## src/rtl/route_table_responder_if.sv

```systemverilog
// Lookup and table-configuration bus between a router and its routing-table responder.
// The master side is the router; the slave side is the responder.
interface route_table_responder_if #(
  parameter int DESTINATION_BITS = 7,
  parameter int CHANNEL_BITS     = 8
);
  logic                        lookup_req;
  logic [DESTINATION_BITS-1:0] lookup_addr;
  logic                        lookup_ack;
  logic [CHANNEL_BITS-1:0]     lookup_data;
  logic                        cfg_we;
  logic [DESTINATION_BITS-1:0] cfg_addr;
  logic [CHANNEL_BITS-1:0]     cfg_data;
  logic                        cfg_err;
  logic                        busy;

  modport master (
    output lookup_req, lookup_addr, cfg_we, cfg_addr, cfg_data,
    input  lookup_ack, lookup_data, cfg_err, busy
  );

  modport slave (
    input  lookup_req, lookup_addr, cfg_we, cfg_addr, cfg_data,
    output lookup_ack, lookup_data, cfg_err, busy
  );
endinterface

```

## src/rtl/route_table_responder.sv

```systemverilog
// Registered, run-time programmable routing table answering router lookups.
// After reset the table walks every entry once, loading the default map, before
// it accepts lookups or configuration writes.
//
// state | meaning
// ------+-----------------------------------------------------------------
// INIT  | walking init_idx over every entry, writing the default map; busy
// READY | serving lookups (one per two cycles) and accepting cfg writes
module route_table_responder #(
  parameter int SIZE         = 8,
  parameter int CHANNELS     = 5,
  parameter int CHANNEL_BITS = 8
) (
  input  logic                   clk,
  input  logic                   reset,
  route_table_responder_if.slave bus
);

  localparam int DESTINATION_BITS = SIZE - 1;
  localparam int DESTINATIONS     = 2 ** DESTINATION_BITS;

  localparam logic [CHANNEL_BITS-1:0]     CHAN_LIMIT = CHANNEL_BITS'(CHANNELS);
  localparam logic [DESTINATION_BITS-1:0] LAST_IDX   = DESTINATION_BITS'(DESTINATIONS - 1);

  typedef enum logic {INIT, READY} state_t;

  state_t                      state_q, state_d;
  logic [DESTINATION_BITS-1:0] init_idx_q, init_idx_d;
  logic [CHANNEL_BITS-1:0]     entry_q [DESTINATIONS];

  logic                        ack_q, ack_d;
  logic [CHANNEL_BITS-1:0]     data_q, data_d;
  logic                        err_q, err_d;
  logic                        accept;
  logic                        cfg_ok;

  // Default map: 0->0, 1->2, 2->1, 3->2, everything else to the last channel.
  function automatic logic [CHANNEL_BITS-1:0] default_entry(
    input logic [DESTINATION_BITS-1:0] idx
  );
    logic [CHANNEL_BITS-1:0] val;
    val = CHANNEL_BITS'(CHANNELS - 1);
    if (idx == DESTINATION_BITS'(0))      val = CHANNEL_BITS'(0);
    else if (idx == DESTINATION_BITS'(1)) val = CHANNEL_BITS'(2);
    else if (idx == DESTINATION_BITS'(2)) val = CHANNEL_BITS'(1);
    else if (idx == DESTINATION_BITS'(3)) val = CHANNEL_BITS'(2);
    return val;
  endfunction

  // State, init walk index and registered responses; reset drops ack at once.
  always_ff @(posedge clk or negedge reset) begin
    if (!reset) begin
      state_q    <= INIT;
      init_idx_q <= '0;
      ack_q      <= 1'b0;
      data_q     <= '0;
      err_q      <= 1'b0;
    end else begin
      state_q    <= state_d;
      init_idx_q <= init_idx_d;
      ack_q      <= ack_d;
      data_q     <= data_d;
      err_q      <= err_d;
    end
  end

  // Next state, lookup acceptance and config-write qualification.
  always_comb begin
    state_d    = state_q;
    init_idx_d = init_idx_q;
    accept     = 1'b0;
    cfg_ok     = 1'b0;
    ack_d      = 1'b0;
    data_d     = data_q;
    err_d      = 1'b0;
    case (state_q)
      INIT: begin
        init_idx_d = init_idx_q + DESTINATION_BITS'(1);
        if (init_idx_q == LAST_IDX) state_d = READY;
        // Writes are refused while the default map is still loading.
        err_d = bus.cfg_we;
      end
      READY: begin
        // ack_q blocks back-to-back accepts, giving one lookup per two cycles.
        accept = bus.lookup_req && !ack_q;
        ack_d  = accept;
        if (accept) data_d = entry_q[bus.lookup_addr];
        cfg_ok = bus.cfg_we && (bus.cfg_data < CHAN_LIMIT);
        err_d  = bus.cfg_we && !cfg_ok;
      end
      default: state_d = INIT;
    endcase
  end

  // Table storage; the lookup read above sees the pre-write value on a shared edge.
  always_ff @(posedge clk) begin
    if (state_q == INIT) begin
      entry_q[init_idx_q] <= default_entry(init_idx_q);
    end else if (cfg_ok) begin
      entry_q[bus.cfg_addr] <= bus.cfg_data;
    end
  end

  assign bus.lookup_ack  = ack_q;
  assign bus.lookup_data = data_q;
  assign bus.cfg_err     = err_q;
  assign bus.busy        = (state_q == INIT);

endmodule

```

## src/flat_wrapper.sv

```systemverilog
// flat-port wrapper written by rule: the top's interface ports become plain ports
module route_table_responder_flat 
#(
  parameter int SIZE         = 8,
  parameter int CHANNELS     = 5,
  parameter int CHANNEL_BITS = 8
)
  (clk, reset, bus_lookup_req, bus_lookup_addr, bus_cfg_we, bus_cfg_addr, bus_cfg_data, bus_lookup_ack, bus_lookup_data, bus_cfg_err, bus_busy);
  route_table_responder_if #(.DESTINATION_BITS(7), .CHANNEL_BITS(CHANNEL_BITS)) bus_i ();
  input  logic clk;
  input  logic reset;
  input wire logic [$bits(bus_i.lookup_req)-1:0] bus_lookup_req;
  input wire logic [$bits(bus_i.lookup_addr)-1:0] bus_lookup_addr;
  input wire logic [$bits(bus_i.cfg_we)-1:0] bus_cfg_we;
  input wire logic [$bits(bus_i.cfg_addr)-1:0] bus_cfg_addr;
  input wire logic [$bits(bus_i.cfg_data)-1:0] bus_cfg_data;
  output wire logic [$bits(bus_i.lookup_ack)-1:0] bus_lookup_ack;
  output wire logic [$bits(bus_i.lookup_data)-1:0] bus_lookup_data;
  output wire logic [$bits(bus_i.cfg_err)-1:0] bus_cfg_err;
  output wire logic [$bits(bus_i.busy)-1:0] bus_busy;
  assign bus_i.lookup_req = bus_lookup_req;
  assign bus_i.lookup_addr = bus_lookup_addr;
  assign bus_i.cfg_we = bus_cfg_we;
  assign bus_i.cfg_addr = bus_cfg_addr;
  assign bus_i.cfg_data = bus_cfg_data;
  assign bus_lookup_ack = bus_i.lookup_ack;
  assign bus_lookup_data = bus_i.lookup_data;
  assign bus_cfg_err = bus_i.cfg_err;
  assign bus_busy = bus_i.busy;
  route_table_responder #(.SIZE(SIZE), .CHANNELS(CHANNELS), .CHANNEL_BITS(CHANNEL_BITS)) u_core (.clk(clk), .reset(reset), .bus(bus_i));
endmodule
```

## config.mk

```make
export PLATFORM = sky130hd
export DESIGN_NAME = route_table_responder_flat
export DESIGN_NICKNAME = d
export VERILOG_FILES = /design/src/rtl/route_table_responder_if.sv /design/src/rtl/route_table_responder.sv /design/src/flat_wrapper.sv
export SDC_FILE = /design/constraint.sdc
export NUM_CORES = 1
export LEC_CHECK = 0
export BUFFER_PORTS_ARGS = -buffer_cell sky130_fd_sc_hd__buf_2
export CAP_MARGIN = 20
export CORE_MARGIN = 4
export CORE_UTILIZATION = 30
export CTS_CLUSTER_DIAMETER = 30
export DETAILED_ROUTE_END_ITERATION = 10
export MAX_ROUTING_LAYER = met4
export PLACE_DENSITY_LB_ADDON = 0.2
export SKIP_LAST_GASP = 1
export SLEW_MARGIN = 20
export SYNTH_ARGS = -nofsm -noshare
export SYNTH_HDL_FRONTEND = slang
export SYNTH_SLANG_ARGS = --single-unit
```

## constraint.sdc

```tcl
create_clock -name clk -period 7.1 [get_ports clk]
set_input_delay 0 -clock clk [delete_from_list [all_inputs] [get_ports clk]]
set_output_delay 0 -clock clk [all_outputs]
set_load 0.05 [all_outputs]
```

==> flow_metrics.env, run 1 <==
export IMPL_min_period_ns=4.03
export IMPL_finalHoldViolations=0
export IMPL_netlist_top_cells_count="edfxtp_1, mux2i_1, mux4_2"
export IMPL_numCtsBuffers=221
export IMPL_grt_total_usage_pct=15.5
export IMPL_grt_ovfl_total=0
export IMPL_crit_family="simple AND/OR/NAND/NOR gates"
export IMPL_port_buffers=36
export IMPL_slew_limit_headroom_pct=20.7
export IMPL_synthMostInstantiatedCell="edfxtp_1"
export IMPL_setup_tns_final_ns=0
export IMPL_drt_total_wl_um=109000
export IMPL_drtIter0Drc=1783
export IMPL_worstRegToRegCells=4
export IMPL_grt_max_degree=129
export IMPL_grt_pass1_vias=23400
export IMPL_area_growth_pct=28.8
export IMPL_post_place_ws_ns=2.93
export IMPL_routed_via_count=22200
export IMPL_fin_nets=3013
export IMPL_async_flop_share_pct=1.73
export IMPL_num_fill_cells=12400
export IMPL_synthFlopType="edfxtp_1"
export IMPL_avgSynthCellArea_um2=19.2
export IMPL_worst_path_stages=4
export IMPL_critPathBufInv=0
export IMPL_clk_latency_ns=0.79
export IMPL_synth_area_leaders="edfxtp_1, mux4_2, mux2i_1"
export IMPL_antenna_found_initial=9
export IMPL_worst_pin_slew_ns=1.18
export IMPL_io_pins=37
export IMPL_skew_ns=0.0247
export IMPL_core_region_area_um2=138000
export IMPL_max_stage_delay_ns=0.92
export IMPL_post_cts_buffers=0
export IMPL_post_route_drc_count=0
export IMPL_dpl_cell_area_um2=46000
export IMPL_start_kind="register"
export IMPL_min_period_over_period_pct=56.8
export IMPL_synth_top_cell_by_area="edfxtp_1"
export IMPL_layout_setup_ws_ns=3.07
export IMPL_maxSlewViolCount=0
export IMPL_end_kind="register"
export IMPL_seqPwrFrac_pct=38.8
export IMPL_htreeDepth=4
export IMPL_max_freq_mhz=248
export IMPL_swShare_pct=21.3
export IMPL_synthDistinctLibCells=62
export IMPL_intPower_mw=13.7
export IMPL_crit_slowest_cell="dfrtp_1"
export IMPL_rsz0062_at_grt="false"
export IMPL_rows=136
export IMPL_viasPerCell=4.46
export IMPL_synth_seq_cells=1042
export IMPL_crit_chain="nand2_1 > mux2i_1 > nand2b_2 > nor2_1"
export IMPL_synth_cells=2167
export IMPL_grt_first_pass_wirelength_um=159000
export IMPL_combPwrFrac_pct=2.9
export IMPL_start_util_pct=30.3
export IMPL_clkPwrFrac_pct=58.3
export IMPL_p_sw_mw=3.69
export IMPL_pwr_density_cell_nw_per_um2=323
export IMPL_finalInstanceArea_um2=53700
export IMPL_p_leak_nw=18.3
export IMPL_setup_viol=0
export IMPL_required_ns=7.54
export IMPL_drive_gt1_share_pct=20.1
export IMPL_gp_congestion=0.838
export IMPL_hold_path_depth=4
export IMPL_routedWlPerCell_um=22.0
export IMPL_clk_pin_slew_ns=0.04
export IMPL_critical_path_arrival_ns=4.47
export IMPL_clockRootBuffer="clkbuf_16"
export IMPL_cp_max_fo=18
export IMPL_synth_edf_count=1024
export IMPL_synth_seq_area_share_pct=74.9
export IMPL_ys_warn_count=0
export IMPL_ir_worst_vdd_mv=0.243
export IMPL_ant_nets=0
export IMPL_die_h_um=381
export IMPL_hpwl_um=72100
export IMPL_die_width_um=381
export IMPL_worstSetupPathType="register to register"
export IMPL_cts_resized=0
export IMPL_die_area_um2=145000
export IMPL_worstHoldPathType="primary input to register"
export IMPL_cts_tree="yes"
export IMPL_maxCapViolations=0
export IMPL_clk_path_buf_depth=3
export IMPL_outcome="finished clean"
export IMPL_synth_area_um2=41700
export IMPL_first_pass_iters=5
export IMPL_hold_ws_ns=0.105
export IMPL_synth_top_area_share_pct=73.8
export IMPL_numClockSinks=1042
## area by class of cell
class | count | area [um2] | share of cell area (%)
Clock inverter | 161 | 1830 | 3.40
Antenna cell | 3 | 7.51 | 0.0140
Inverter | 10 | 37.5 | 0.0699
Sequential cell | 1042 | 31200 | 58.1
Clock buffer | 256 | 5700 | 10.6
Tap cell | 1794 | 2240 | 4.18
Multi-Input combinational cell | 1625 | 12000 | 22.4
Timing Repair Buffer | 83 | 639 | 1.19
## final timing paths
check	slack (ns)	start	endpoint
hold reg to reg	0.61	u_core.init_idx_q[4]	u_core.init_idx_q[4]
min in group asynchronous	0.42	reset	u_core.bus.lookup_data[1]
hold / removal	0.10	bus_cfg_data[7]	u_core.bus.cfg_err
setup reg to reg	3.07	u_core.state_q	u_core.entry_q[40][3]
max in group asynchronous	6.50	reset	u_core.bus.cfg_err
setup / recovery	3.07	u_core.state_q	u_core.entry_q[40][3]
## through the flow
| stage | std cells | power (mW) | util [%] |
|---|---|---|---|
| after floorplan | 2806 | 7.20 | - |
| after global placement | 4541 | 7.33 | 33.4 |
| after detailed placement | 4542 | 7.33 | 33.4 |
| after CTS | 4971 | 17.5 | 39.0 |
| after global routing | 4974 | 17.9 | 39.0 |
| final | 4974 | 17.3 | 39.0 |
## cell usage in the layout, fill, tap and decap left out, types with 16 or more instances in the layout
cell / n
nand2_1: 57
a21oi_1: 34
mux4_2: 159
o221ai_1: 46
buf_2: 32
conb_1: 640
nor2b_1: 27
clkbuf_16: 222
o22ai_1: 58
clkinvlp_4: 31
dfrtp_1: 18
nor2_1: 140
bufinv_16: 27
clkinv_2: 33
clkbuf_1: 32
mux2i_1: 207
buf_4: 34
a211oi_1: 22
nor3_1: 17
edfxtp_1: 1024
clkinv_1: 30
a22oi_1: 20
nand2b_1: 17
nand3_1: 19
clkinv_4: 16
## layer usage
| layer | share of wire (%) | wire length [um] | global-route usage (%) |
|---|---|---|---|
| met1 | 44 | 48300 | 20.1 |
| met2 | 49 | 53200 | 24.7 |
| met3 | 5.0 | 5430 | 3.12 |
| met4 | 2.3 | 2470 | 4.75 |
| met5 | 0 | 0 | - |
## worst min-delay path, stage by stage
cell	delay (ns)
buf_2	0.08
inv_1	0.07
a41oi_1	0.15
dlygate4sd3_1	0.55
## repair_timing
item | 4_1_cts | 5_1_grt
endpoints found under the setup margin | 0 | 0
endpoints found under the hold margin | 62 | 0
hold buffers | 12 | 0
## sequential cells by signal (all words and copies together) (netlist names)
name,cells
u_core.state_q,1
u_core.bus.lookup_ack,1
u_core.entry_q,1024
u_core.init_idx_q,7
u_core.bus.lookup_data,8
u_core.bus.cfg_err,1
## power by group through the flow
stage | combinational, mW | clock (mW) | sequential (mW)
2_1_floorplan | 0.354 | 0 | 6.85
3_3_place_gp | 0.479 | 0 | 6.85
3_5_place_dp | 0.484 | 0 | 6.85
4_1_cts | 0.491 | 10.3 | 6.74
5_1_grt | 0.541 | 10.6 | 6.73
6_report | 0.496 | 10.1 | 6.74
## kinds of logic after synthesis
group / Yosys count / synth area share, %
xor gates and xnor gates: 6 / 0.126
AOI/OAI and AO/OA: 256 / 4.63
DFF: 1042 / 74.9
other: 1 / 0.00900
buffers and inverters: 139 / 2.35
and+or+nand+nor: 333 / 3.72
muxes: 386 / 14.1
adders and majority gates: 4 / 0.120
Note: power is estimated with default switching activity, not from simulation.
==> inputs of run 2 (changes only) <==
- clock period: 7.1 -> 4 ns (I/O delays scaled with it)
==> run 2 against run 1 <==
Compared with the run above: die area unchanged; cell count increased by 2.3%; utilization up 0.98 points; count of clock-buffer cells in the layout is 9 higher; worst hold slack lost 0.027 ns; non-clock buffer count is 96 higher; fmax increased by 15%; sequential share of layout area down 1.4 points; sequential power is 78% higher; sequential cell count unchanged; critical path depth is the same; critical endpoint is now u_core.entry_q[27][4]; largest power group unchanged; highest routed layer unchanged.
==> flow_metrics.env, run 2 (synthesis results as in run 1) <==
export IMPL_outcome="finished clean"
export IMPL_grt_total_usage_pct=15.4
export IMPL_numClockSinks=1042
export IMPL_clk_latency_ns=0.80
export IMPL_grt_first_pass_wirelength_um=158000
export IMPL_maxSlewViolCount=0
export IMPL_grt_ovfl_total=0
export IMPL_routedWlPerCell_um=21.3
export IMPL_combPwrFrac_pct=2.9
export IMPL_hold_path_depth=4
export IMPL_port_buffers=36
export IMPL_p_sw_mw=6.64
export IMPL_crit_chain="and2_1 > mux2i_1 > nand2_1 > nor2_1"
export IMPL_post_place_ws_ns=0.318
export IMPL_first_pass_iters=5
export IMPL_gp_congestion=0.841
export IMPL_min_to="u_core.entry_q[79][3]"
export IMPL_seqPwrFrac_pct=37.0
export IMPL_viasPerCell=4.46
export IMPL_cp_max_fo=15
export IMPL_swShare_pct=20.5
export IMPL_largest_register_ffs=1024
export IMPL_worstSetupPathType="register to register"
export IMPL_num_fill_cells=12400
export IMPL_htreeDepth=4
export IMPL_grt_pass1_vias=23900
export IMPL_clk_path_buf_depth=3
export IMPL_maxCapViolations=0
export IMPL_worst_path_stages=4
export IMPL_area_growth_pct=32.1
export IMPL_ir_worst_vdd_mv=0.390
export IMPL_rrSetupSlack_ns=0.50
export IMPL_fin_nets=3117
export IMPL_die_h_um=381
export IMPL_grt_max_degree=97
export IMPL_numCtsBuffers=229
export IMPL_ant_nets=0
export IMPL_clkPwrFrac_pct=60.1
export IMPL_start_util_pct=30.3
export IMPL_routed_via_count=22700
export IMPL_worstHoldPathType="primary input to register"
export IMPL_io_pins=37
export IMPL_worstRegToRegCells=4
export IMPL_intPower_mw=25.7
export IMPL_core_region_area_um2=138000
export IMPL_worst_pin_slew_ns=1.13
export IMPL_hold_path_startpoint="bus_cfg_addr[1]"
export IMPL_layout_setup_ws_ns=0.500
export IMPL_rsz0062_at_grt="false"
export IMPL_p_leak_nw=19.1
export IMPL_antenna_found_initial=12
export IMPL_layout_commonest_cell="edfxtp_1"
export IMPL_end_kind="register"
export IMPL_required_ns=4.41
export IMPL_critPathBufInv=0
export IMPL_min_period_ns=3.50
export IMPL_pwr_density_cell_nw_per_um2=587
export IMPL_cts_tree="yes"
export IMPL_die_area_um2=145000
export IMPL_max_freq_mhz=286
export IMPL_min_period_over_period_pct=87.5
export IMPL_crit_family="simple AND/OR/NAND/NOR gates"
export IMPL_finalNonFillerCells=5088
export IMPL_start_kind="register"
export IMPL_placed_cells=4637
export IMPL_r2r_end="u_core.entry_q[27][4]"
export IMPL_die_width_um=381
export IMPL_crit_slowest_cell="mux2i_1"
export IMPL_slew_limit_headroom_pct=24.5
export IMPL_hpwl_um=73100
export IMPL_setup_viol=0
export IMPL_drt_total_wl_um=108000
export IMPL_critical_path_arrival_ns=3.91
export IMPL_drive_gt1_share_pct=22.4
export IMPL_skew_ns=0.0333
export IMPL_post_cts_buffers=0
export IMPL_final_cell_mix="edfxtp_1, conb_1, clkbuf_16"
export IMPL_clockRootBuffer="clkbuf_16"
export IMPL_top_register="u_core.entry_q"
export IMPL_finalHoldViolations=0
export IMPL_clk_pin_slew_ns=0.05
export IMPL_max_stage_delay_ns=0.82
export IMPL_rows=136
export IMPL_setup_tns_final_ns=0
export IMPL_drtIter0Drc=1880
export IMPL_r2r_start="u_core.state_q"
export IMPL_post_route_drc_count=0
==> run 2: repair_timing <==
item                      CTS  global route
hold endpoints to repair   74            18
resized for setup           0             0
hold buffers               11             1
==> run 2: power by group through the flow <==
stage                     Combinational, mW  Sequential (mW)  Clock, mW
final                                 0.933             12.0       19.4
after global routing                   1.02             11.9       20.4
after CTS                             0.921             12.0       19.8
after detailed placement              0.911             12.2          0
after global placement                0.904             12.2          0
after floorplan                       0.628             12.2          0
==> run 2: worst min-delay path, cell delays in order <==
cell and delay, ns:
buf_2 0.15, a21oi_1 0.15, nor3_1 0.19, buf_4 0.21
==> run 2: area by class of cell <==
class	instances	area (um2)	share of cell area, %
diodes	3	7.51	0.0136
clock buffers	265	6060	11.0
clock inverters	170	2150	3.90
inverters	10	37.5	0.0682
multi-input cells	1625	11900	21.7
flip-flops and latches	1042	31200	56.7
well taps	1794	2240	4.08
repair buffers	179	1410	2.57
==> run 2: worst max path at each step <==
stage	start	endpoint	slack (ns)
2_1_floorplan	u_core.state_q	u_core.entry_q[0][2]	0.07
3_3_place_gp	bus_cfg_data[6]	u_core.entry_q[27][4]	0.29
4_1_cts	u_core.state_q	u_core.entry_q[27][4]	0.55
3_5_place_dp	bus_cfg_data[6]	u_core.entry_q[27][4]	0.32
5_1_grt	u_core.state_q	u_core.entry_q[27][4]	0.38
6_report	u_core.state_q	u_core.entry_q[27][4]	0.50
==> run 2: metrics by stage <==
stage / util [%] / instance area, um2 / hold slack (ns) / total power, mW
2_1_floorplan: - / 44100 / -0.296 / 12.8
3_3_place_gp: 33.9 / 46700 / 0.0272 / 13.1
3_5_place_dp: 33.9 / 46700 / 0.0377 / 13.1
4_1_cts: 40.0 / 55000 / 0.0298 / 32.6
5_1_grt: 40.0 / 55000 / 0.0956 / 33.4
6_report: 40.0 / 55000 / 0.0773 / 32.3
==> run 2: routing by layer <==
metal / GRT usage [%] / wire, um / share of wire, %
met3: 3.52 / 6830 / 6.3
met5: - / 0 / 0
met1: 19.4 / 45900 / 42
met4: 5.82 / 3390 / 3.1
met2: 24.2 / 52100 / 48
